File: config.mk
export PLATFORM = sky130hd
export DESIGN_NAME = pilha_flat
export DESIGN_NICKNAME = d
export VERILOG_FILES = /design/src/rtl/pilha_pkg.sv /design/src/rtl/pilha_if.sv /design/src/rtl/pilha_mem.sv /design/src/rtl/pilha.sv /design/src/flat_wrapper.sv
export SDC_FILE = /design/constraint.sdc
export NUM_CORES = 1
export LEC_CHECK = 0
export ABC_AREA = 1
export CORE_MARGIN = 2
export CORE_UTILIZATION = 28
export DETAILED_ROUTE_END_ITERATION = 8
export PLACE_DENSITY = 0.51
export SETUP_SLACK_MARGIN = 0.05
export SLEW_MARGIN = 20
export SYNTH_ARGS = -nofsm -noshare
export SYNTH_HDL_FRONTEND = slang
export SYNTH_SLANG_ARGS = --single-unit
File: constraint.sdc
create_clock -name clock -period 2.9 [get_ports clock]
set_input_delay 0.87 -clock clock [delete_from_list [all_inputs] [get_ports clock]]
set_output_delay 0.87 -clock clock [all_outputs]
set_load 0.02 [all_outputs]
File: src/rtl/pilha_pkg.sv
// Shared types and constants for the pilha LIFO stack.
// Latency: none; this file holds declarations only.
// Backpressure: none; this file holds declarations only.
package pilha_pkg;

    // Default geometry used when the parent does not override it
    localparam int WIDTH_PADRAO = 8;
    localparam int DEPTH_PADRAO = 32;

    // Push source select carried on the controle input
    localparam logic CTRL_MEM = 1'b0;   // data_in: memory or immediate
    localparam logic CTRL_ULA = 1'b1;   // data_ula: ALU result

    // Pop sequencer: idle, or waiting one cycle for the RAM read to land
    typedef enum logic {
        OCIOSO  = 1'b0,
        LEITURA = 1'b1
    } estado_t;

endpackage

File: src/rtl/pilha_if.sv
// Request/response bundle between a stack user (master) and pilha (slave).
// Latency: none; wiring only.
// Backpressure: ocupado tells the master that requests are being dropped.
interface pilha_if #(
    parameter int WIDTH = 8,
    parameter int DEPTH = 32
);
    localparam int CW = $clog2(DEPTH) + 1;

    logic             wren;
    logic             rden;
    logic             controle;
    logic [WIDTH-1:0] data_in;
    logic [WIDTH-1:0] data_ula;
    logic [WIDTH-1:0] data_out;
    logic             valid_out;
    logic             ocupado;
    logic [WIDTH-1:0] topo;
    logic [CW-1:0]    contagem;
    logic             vazia;
    logic             cheia;
    logic             erro_overflow;
    logic             erro_underflow;

    modport master (
        output wren, rden, controle, data_in, data_ula,
        input  data_out, valid_out, ocupado, topo, contagem,
               vazia, cheia, erro_overflow, erro_underflow
    );

    modport slave (
        input  wren, rden, controle, data_in, data_ula,
        output data_out, valid_out, ocupado, topo, contagem,
               vazia, cheia, erro_overflow, erro_underflow
    );

endinterface

File: src/rtl/pilha_mem.sv
// DEPTH x WIDTH stack storage: synchronous write, registered read, plus a peek port for the top word.
// Latency: write and registered read take effect at the clock edge; the peek port is combinational.
// Backpressure: none; the parent only issues legal accesses.
module pilha_mem #(
    parameter int WIDTH = 8,
    parameter int DEPTH = 32,
    localparam int AW   = $clog2(DEPTH)
) (
    input  logic             clock,
    input  logic             wr_en,
    input  logic [AW-1:0]    wr_addr,
    input  logic [WIDTH-1:0] wr_dat,
    input  logic             rd_en,
    input  logic [AW-1:0]    rd_addr,
    output logic [WIDTH-1:0] rd_dat,
    input  logic [AW-1:0]    peek_addr,
    output logic [WIDTH-1:0] peek_dat
);

    logic [WIDTH-1:0] mem [DEPTH];

    // Write port and registered read port; rd_dat holds between reads
    always_ff @(posedge clock) begin
        if (wr_en) begin
            mem[wr_addr] <= wr_dat;
        end
        if (rd_en) begin
            rd_dat <= mem[rd_addr];
        end
    end

    // The top word must be visible without a cycle of delay
    assign peek_dat = mem[peek_addr];

endmodule

File: src/rtl/pilha.sv
// LIFO stack with push, two-cycle pop, single-cycle replace; macro PILHA_ERRO_STICKY_EN makes error flags sticky.
// Latency: push visible on topo next cycle; pop data 2 cycles after rden; replace data 1 cycle after request.
// Backpressure: ocupado high during the pop read cycle, when requests are dropped; full/empty requests only flag errors.
module pilha
    import pilha_pkg::*;
#(
    parameter int WIDTH = WIDTH_PADRAO,
    parameter int DEPTH = DEPTH_PADRAO
) (
    input  logic   clock,
    input  logic   reset,
    pilha_if.slave bus
);

    localparam int AW = $clog2(DEPTH);
    localparam int CW = AW + 1;

    estado_t          estado, estado_prox;
    logic [CW-1:0]    sp;
    logic [WIDTH-1:0] data_out_q;
    logic             valid_q;
    logic             ovf_q, unf_q;

    logic             do_push, do_pop, do_repl;
    logic             ev_ovf, ev_unf;
    logic             vazia, cheia;
    logic [AW-1:0]    addr_topo;
    logic [WIDTH-1:0] dat_sel, rd_dat, peek_dat, topo;

    assign vazia     = (sp == '0);
    assign cheia     = (sp == CW'(DEPTH));
    assign addr_topo = AW'(sp - CW'(1));
    assign dat_sel   = (bus.controle == CTRL_ULA) ? bus.data_ula : bus.data_in;
    assign topo      = vazia ? '0 : peek_dat;

    // Memory is never written or read while reset is held, so reset wins over any request
    pilha_mem #(
        .WIDTH (WIDTH),
        .DEPTH (DEPTH)
    ) u_mem (
        .clock     (clock),
        .wr_en     ((do_push || do_repl) && !reset),
        .wr_addr   (do_repl ? addr_topo : AW'(sp)),
        .wr_dat    (dat_sel),
        .rd_en     (do_pop && !reset),
        .rd_addr   (addr_topo),
        .rd_dat    (rd_dat),
        .peek_addr (addr_topo),
        .peek_dat  (peek_dat)
    );

    // FSM state register
    always_ff @(posedge clock) begin
        if (reset) begin
            estado <= OCIOSO;
        end else begin
            estado <= estado_prox;
        end
    end

    // Request decode: only OCIOSO accepts work; full/empty requests become error events
    always_comb begin
        estado_prox = estado;
        do_push     = 1'b0;
        do_pop      = 1'b0;
        do_repl     = 1'b0;
        ev_ovf      = 1'b0;
        ev_unf      = 1'b0;
        case (estado)
            OCIOSO: begin
                if (bus.wren && !bus.rden) begin
                    if (cheia) ev_ovf  = 1'b1;
                    else       do_push = 1'b1;
                end else if (bus.rden && !bus.wren) begin
                    if (vazia) begin
                        ev_unf = 1'b1;
                    end else begin
                        do_pop      = 1'b1;
                        estado_prox = LEITURA;
                    end
                end else if (bus.rden && bus.wren) begin
                    if (vazia) ev_unf  = 1'b1;
                    else       do_repl = 1'b1;
                end
            end
            LEITURA: begin
                estado_prox = OCIOSO;
            end
            default: begin
                estado_prox = OCIOSO;
            end
        endcase
    end

    // Stack pointer, popped data, valid pulse and error flags
    always_ff @(posedge clock) begin
        if (reset) begin
            sp         <= '0;
            data_out_q <= '0;
            valid_q    <= 1'b0;
            ovf_q      <= 1'b0;
            unf_q      <= 1'b0;
        end else begin
            valid_q <= 1'b0;
            if (do_push) begin
                sp <= sp + CW'(1);
            end
            if (do_pop) begin
                sp <= sp - CW'(1);
            end
            if (do_repl) begin
                data_out_q <= topo;
                valid_q    <= 1'b1;
            end
            if (estado == LEITURA) begin
                data_out_q <= rd_dat;
                valid_q    <= 1'b1;
            end
`ifdef PILHA_ERRO_STICKY_EN
            ovf_q <= ovf_q | ev_ovf;
            unf_q <= unf_q | ev_unf;
`else
            ovf_q <= ev_ovf;
            unf_q <= ev_unf;
`endif
        end
    end

    assign bus.data_out       = data_out_q;
    assign bus.valid_out      = valid_q;
    assign bus.ocupado        = (estado == LEITURA);
    assign bus.topo           = topo;
    assign bus.contagem       = sp;
    assign bus.vazia          = vazia;
    assign bus.cheia          = cheia;
    assign bus.erro_overflow  = ovf_q;
    assign bus.erro_underflow = unf_q;

endmodule

File: src/flat_wrapper.sv
// flat-port wrapper written by rule: the top's interface ports become plain ports
module pilha_flat import pilha_pkg::*;
#(
    parameter int WIDTH = WIDTH_PADRAO,
    parameter int DEPTH = DEPTH_PADRAO
)
  (clock, reset, bus_wren, bus_rden, bus_controle, bus_data_in, bus_data_ula, bus_data_out, bus_valid_out, bus_ocupado, bus_topo, bus_contagem, bus_vazia, bus_cheia, bus_erro_overflow, bus_erro_underflow);
  pilha_if #(.WIDTH(WIDTH), .DEPTH(DEPTH)) bus_i ();
  input  logic clock;
  input  logic reset;
  input wire logic [$bits(bus_i.wren)-1:0] bus_wren;
  input wire logic [$bits(bus_i.rden)-1:0] bus_rden;
  input wire logic [$bits(bus_i.controle)-1:0] bus_controle;
  input wire logic [$bits(bus_i.data_in)-1:0] bus_data_in;
  input wire logic [$bits(bus_i.data_ula)-1:0] bus_data_ula;
  output wire logic [$bits(bus_i.data_out)-1:0] bus_data_out;
  output wire logic [$bits(bus_i.valid_out)-1:0] bus_valid_out;
  output wire logic [$bits(bus_i.ocupado)-1:0] bus_ocupado;
  output wire logic [$bits(bus_i.topo)-1:0] bus_topo;
  output wire logic [$bits(bus_i.contagem)-1:0] bus_contagem;
  output wire logic [$bits(bus_i.vazia)-1:0] bus_vazia;
  output wire logic [$bits(bus_i.cheia)-1:0] bus_cheia;
  output wire logic [$bits(bus_i.erro_overflow)-1:0] bus_erro_overflow;
  output wire logic [$bits(bus_i.erro_underflow)-1:0] bus_erro_underflow;
  assign bus_i.wren = bus_wren;
  assign bus_i.rden = bus_rden;
  assign bus_i.controle = bus_controle;
  assign bus_i.data_in = bus_data_in;
  assign bus_i.data_ula = bus_data_ula;
  assign bus_data_out = bus_i.data_out;
  assign bus_valid_out = bus_i.valid_out;
  assign bus_ocupado = bus_i.ocupado;
  assign bus_topo = bus_i.topo;
  assign bus_contagem = bus_i.contagem;
  assign bus_vazia = bus_i.vazia;
  assign bus_cheia = bus_i.cheia;
  assign bus_erro_overflow = bus_i.erro_overflow;
  assign bus_erro_underflow = bus_i.erro_underflow;
  pilha #(.WIDTH(WIDTH), .DEPTH(DEPTH)) u_core (.clock(clock), .reset(reset), .bus(bus_i));
endmodule
* Yosys cells after proc, flatten, opt, wreduce, memory -nomap -nowiden
Memories as Yosys holds them, arrays and structs flattened.
Cells that the tools add are included.
Widths: inputs -> output; s select.
** Storage, ports and cells
- Register bits after elaboration :: 26
- Bits in writable memories :: 256
- Input bits :: 21
- Output and inout port bits :: 28
- Word-level logic and storage cells :: 54
- Memories :: 1
** Memories
- u_core.u_mem.mem :: depth 32, bits a word 8, rd ports 1, clocked after Yosys merged registers in 0, write ports 1, line pilha_mem.sv:20 : logic [WIDTH-1:0] mem [DEPTH];
** Cells by class
- Add/sub/neg operators :: 2
- Eq/ne operators :: 1
- Multiplexer cells :: 27
- Bitwise logic cells :: 2
- Reduce and logical (&&, ||, !) cells :: 14
** Operator list (number)
- $mux 8 :: 4
- $mux 1 :: 19
- $mux 6 :: 2
- $add 6x1->6 const B :: 1
- $eq 6x6->1 const B :: 1
- $logic_not 6->1 :: 1
- $reduce_or 3->1 :: 2
- $sub 6x1->6 const B :: 1
- $logic_and 1x1->1 :: 5
- $mux 5 :: 1
- $reduce_bool 2->1 :: 2
- $logic_not 1->1 :: 3
- $not 1->1 :: 2
- $pmux 1 s2 :: 1
- $logic_or 1x1->1 :: 1

* Longest topological paths before layout
Gate-level depths: netlist of the first run.
- Depth in word-level cells :: 10
- Depth in mapped cells :: 16

* By module
A second synthesis of the first run with hierarchy kept.
** Unflattened totals
- Cells, all modules :: 1718
- Area total of the unflattened synthesis :: 14875.5 µm²
** Modules (own cells, without submodules)
- pilha_mem :: times used 1, cells each 1531, area each 13580.5 µm²
- pilha :: times used 1, cells each 187, area each 1295.0 µm²

* Least setup slack after synthesis of the first run
No wires, ideal clock.
- Path kind :: reg-to-output
- Start point :: reg u_core.sp[0], in the netlist u_core.bus.contagem[0]
- End point :: out bus_topo[6]
- Arrival time :: 2562 ps
- Data required time :: 2030 ps
- Setup slack :: -532 ps
- Stages on the path, launching flop included :: 16
- Path buffers :: 6
- Path through :: dfxtp_1 buf_4 inv_2 buf_2 buf_2 ha_1 clkbuf_1 buf_2 buf_1 nor2_1 o21ai_0 nand3_1 nand3_1 nand2_1 nand2_1 a21oi_1
** On the way
- Cells in the longest elaborated chain, start to end :: 3
- Elaborated cells on any way between the ends :: 4
- Those cells by class :: add/sub: 1; mux: 1; reduce/logical: 1; memory: 1
** Ends and longest elaborated chain
- from (decl) :: line pilha.sv:19 : logic [CW-1:0] sp;
- from (signal assigned) :: line pilha.sv:106 : sp <= sp + CW'(1);
- from (signal assigned) :: line pilha.sv:109 : sp <= sp - CW'(1);
- $sub 6x1->6 :: line pilha.sv:32 : assign addr_topo = AW'(sp - CW'(1));
- $mem_v2 32x8
- $mux 8 (*) :: line pilha.sv:34 : assign topo = vazia ? '0 : peek_dat;
- to (decl) :: line flat_wrapper.sv:19 : output wire logic [$bits(bus_i.topo)-1:0] bus_topo;
Every way passes the cells marked *; elsewhere a longest branch is shown, timed or not.

* Worst setup path in the final report of the first run
Same ends and word-level chain as after synthesis.

==> results.tsv, run 1 <==
metric	value	unit
synth-seq-cells	282	
grt_overflow	0	
coreArea	41900	um2
cpMostUsedCell	nand3_1	
ctsHoldBuffers	0	
violations	negative setup slack	
cap_violations	0	
final_nets	1250	
hp-start	u_core.bus.contagem[5]	
setup_slack	-0.348	ns
rows	75	
hold_path_class	register to register	
synthTopCellsByArea	edfxtp_1, nand2_1, nand3_1	
numPlacedInstances	1718	
finalSetupViolations	17	
path_clk_slew	0.06	ns
grt_use_total	0.154	
drive_above_1_share	0.263	
layout.cells.non_filler	1789	
start_util	0.283	
synth_ff_type	edfxtp_1	
dpl.hpwl	21.1	mm
required	2.03	ns
fin_util	0.379	
grt_max_degree	50	
arrival	2.38	ns
hold_ws	0.517	ns
cts_root_buf	clkbuf_16	
die-area	44100	um2
cts_buffers	31	
portBuffers	48	
ys_warn_count	0	
vias_per_cell	4.79	
slew_viol_final	0	
n_antenna_cell	0	
grt_pass1_vias	8495	
insertion_delay	0.56	ns
gp_congestion	0.820	
vias	8562	
first_pass_iters	4	
first_iter_violations	708	
synthesis.nets	1095	
yosysSeqAreaShare	0.698	
min_period	3.25	ns
htree_levels	1	
postRouteAntennaNets	0	
crit_fanout	13	
synth.largest_area_cell	edfxtp_1	
io_pins	49	
outcome	finished, violations left	
yosysUniqueCellTypes	35	
maxSlewHeadroom	0.468	
ys_async_sr_fraction	0	
timing.final.crit_share	1.12	
reg2reg_depth	16	
hold-path-endpoint	u_core.bus.contagem[5]	
chipWidth	210	um
startpoint_type	register	
p_leak	5.84	nW
cpPeakStageDelay	0.36	ns
worstSetupEndpointType	output port	
wl_per_cell	19.1	um
fmax	0.308	GHz
hold_violations	0	
syn_area	11900	um2
hold_path_depth	1	
wl	34.1	mm
crit_path_top_delay_cell	dfxtp_4	
cts_tree	done	
synth_edf_count	264	
critical_path_class	register to output port	
cts_sinks	282	
worst_pin_slew	0.799	ns
areaGrowthSynthToFinish	33.8	%
reg2reg_from	u_core.bus.contagem[2]	
ir_worst_vdd	450	uV
reg2reg_slack	0	ns
antenna_found_initial	0	
drc_errors	0	
die_y	210	um
path_cells	inv_4 -> ha_4 -> inv_8 -> buf_12 -> nor2_2 -> o21ai_1 -> nand3_1 -> nand3_1 -> nand2_1 -> nand2_2 -> a21oi_4 -> buf_6	
syn_avg_cell_area	11.1	um2
powerDensity	1020	nW/um2
clockBufferDepth	3	
synth_top_area_share	0.667	
netlist_instances	1072	
finClkSkew	0.00951	ns
rsz0062_at_grt	true	
grt_pass1_wl	51.8	mm
r2r-end	u_core.u_mem.mem[7][3]	
-- registers in the layout, indices dropped and copies added, names as in the netlist --
signal                     flops
u_core.bus.erro_overflow       1
u_core.bus.contagem            6
u_core.u_mem.rd_dat            8
u_core.u_mem.mem             256
u_core.bus.erro_underflow      1
u_core.bus.valid_out           1
u_core.bus.data_out            8
u_core.bus.ocupado             1
-- power by group --
| part | switching [mW] | internal (mW) | total [mW] |
|---|---|---|---|
| logic | 4.56 | 3.07 | 7.62 |
| clock network | 1.58 | 2.28 | 3.86 |
| registers | 0.0651 | 4.68 | 4.75 |
-- per-layer routing --
metal,track usage,share of wire,wire (um)
met4,0.0377,0.021,705
met5,0,0,0
met3,0.0240,0.060,2030
met1,0.222,0.47,16000
met2,0.244,0.45,15400
-- worst max-delay path by stage --
stage,startpoint,endpoint,slack (ns),depth (start not counted)
2_1_floorplan,u_core.bus.contagem[0],bus_topo[6],0.02,15
3_3_place_gp,u_core.bus.contagem[0],bus_topo[0],-0.40,10
3_5_place_dp,u_core.bus.contagem[0],bus_topo[0],-0.39,10
4_1_cts,u_core.bus.contagem[0],bus_topo[6],-0.34,10
5_1_grt,u_core.bus.contagem[0],bus_topo[6],-0.44,12
6_report,u_core.bus.contagem[0],bus_topo[6],-0.35,12
-- repair_timing --
action	CTS	global route
pin swaps	13	11
resized for setup	148	54
setup buffers	4	6
endpoints found under the setup margin	50	228
gates cloned	4	1
-- per-stage QoR --
stage / power, mW / setup slack, ns / cell area (um2) / TNS, ns
5_1_grt: 16.9 / -0.441 / 15900 / -15.41
3_3_place_gp: 10.9 / -0.399 / 14000 / -42.58
2_1_floorplan: 8.07 / 0.0214 / 12100 / 0
6_report: 16.2 / -0.348 / 15900 / -2.47
3_5_place_dp: 10.9 / -0.393 / 14000 / -43.82
4_1_cts: 15.8 / -0.336 / 15600 / -2.61
-- critical path, delay by kind of cell, from the launching register on --
family                   cells  cell delay (ns)
buffers and inverters        4             0.41
AO/OA/AOI/OAI                2             0.23
flip-flops                   1             0.36
adder cells (fa/ha/maj)      1             0.35
AND/OR/NAND/NOR              5             0.46
-- cell usage in the layout (no fill, tap or decap), types with 2 or more instances in the layout --
| master | synthesis | routed |
|---|---|---|
| o21ai_2 | 1 | 2 |
| xor2_1 | 5 | 4 |
| nand2_4 | 0 | 2 |
| inv_1 | 35 | 32 |
| mux2_2 | 8 | 8 |
| inv_6 | 0 | 2 |
| a21oi_1 | 20 | 12 |
| buf_6 | 0 | 20 |
| buf_4 | 3 | 94 |
| clkdlybuf4s50_1 | 0 | 37 |
| nand2_2 | 2 | 10 |
| o21ai_1 | 4 | 6 |
| edfxtp_1 | 264 | 264 |
| nand3_2 | 5 | 65 |
| clkbuf_16 | 0 | 32 |
| a21oi_4 | 1 | 9 |
| nor2_2 | 1 | 8 |
| a31oi_1 | 2 | 2 |
| dfxtp_2 | 0 | 2 |
| inv_2 | 6 | 7 |
| inv_8 | 0 | 2 |
| nor4_1 | 2 | 2 |
| nand3_1 | 243 | 173 |
| clkinv_1 | 3 | 13 |
| o22ai_1 | 2 | 2 |
| clkinv_2 | 0 | 8 |
| dfxtp_1 | 18 | 15 |
| buf_16 | 0 | 3 |
| nand3_4 | 1 | 11 |
| nor2_1 | 50 | 38 |
| nand2_1 | 325 | 314 |
| bufinv_16 | 0 | 4 |
| nor2_4 | 0 | 5 |
| buf_12 | 0 | 23 |
-- cell families (layout without fill, tap and decap cells) --
kind of cell / after synthesis / after routing / synth area share
AND/OR/NAND/NOR: 633 / 633 / 0.233
flip-flops: 282 / 282 / 0.698
buffers and inverters: 104 / 282 / 0.0370
AO/OA/AOI/OAI: 36 / 36 / 0.0173
multiplexers: 8 / 8 / 0.00758
XOR/XNOR: 7 / 7 / 0.00579
adder cells (fa/ha/maj): 2 / 2 / 0.00211
-- cell type report --
type                       count  area (um2)
timing repair buffer         182        1930
tap                          539         674
clock inverter                25         219
sequential                   282        8290
multi-input combinational    686        3820
clock buffer                  31         776
inverter                      44         183
fill                        4066       26000
-- synthesized netlist by cell type, types with 2 or more instances --
cell / n
o21ai_1: 4
mux2_2: 8
nand2_2: 2
nand2_1: 325
a31oi_1: 2
nor4_1: 2
dfxtp_1: 18
inv_2: 6
o22ai_1: 2
clkbuf_1: 24
inv_1: 35
edfxtp_1: 264
buf_2: 30
nand3_1: 243
ha_1: 2
nand3_2: 5
buf_4: 3
a21oi_1: 20
buf_1: 3
o21ai_0: 4
nor2_1: 50
clkinv_1: 3
xor2_1: 5
No activity file was read; power rests on OpenSTA's default activity.
==> run 2, diff against run 1 <==
Settings changed: CAP_MARGIN set to 5.
==> results of run 2 <==
Final layout, timing and power as in run 1 (identical DEF).
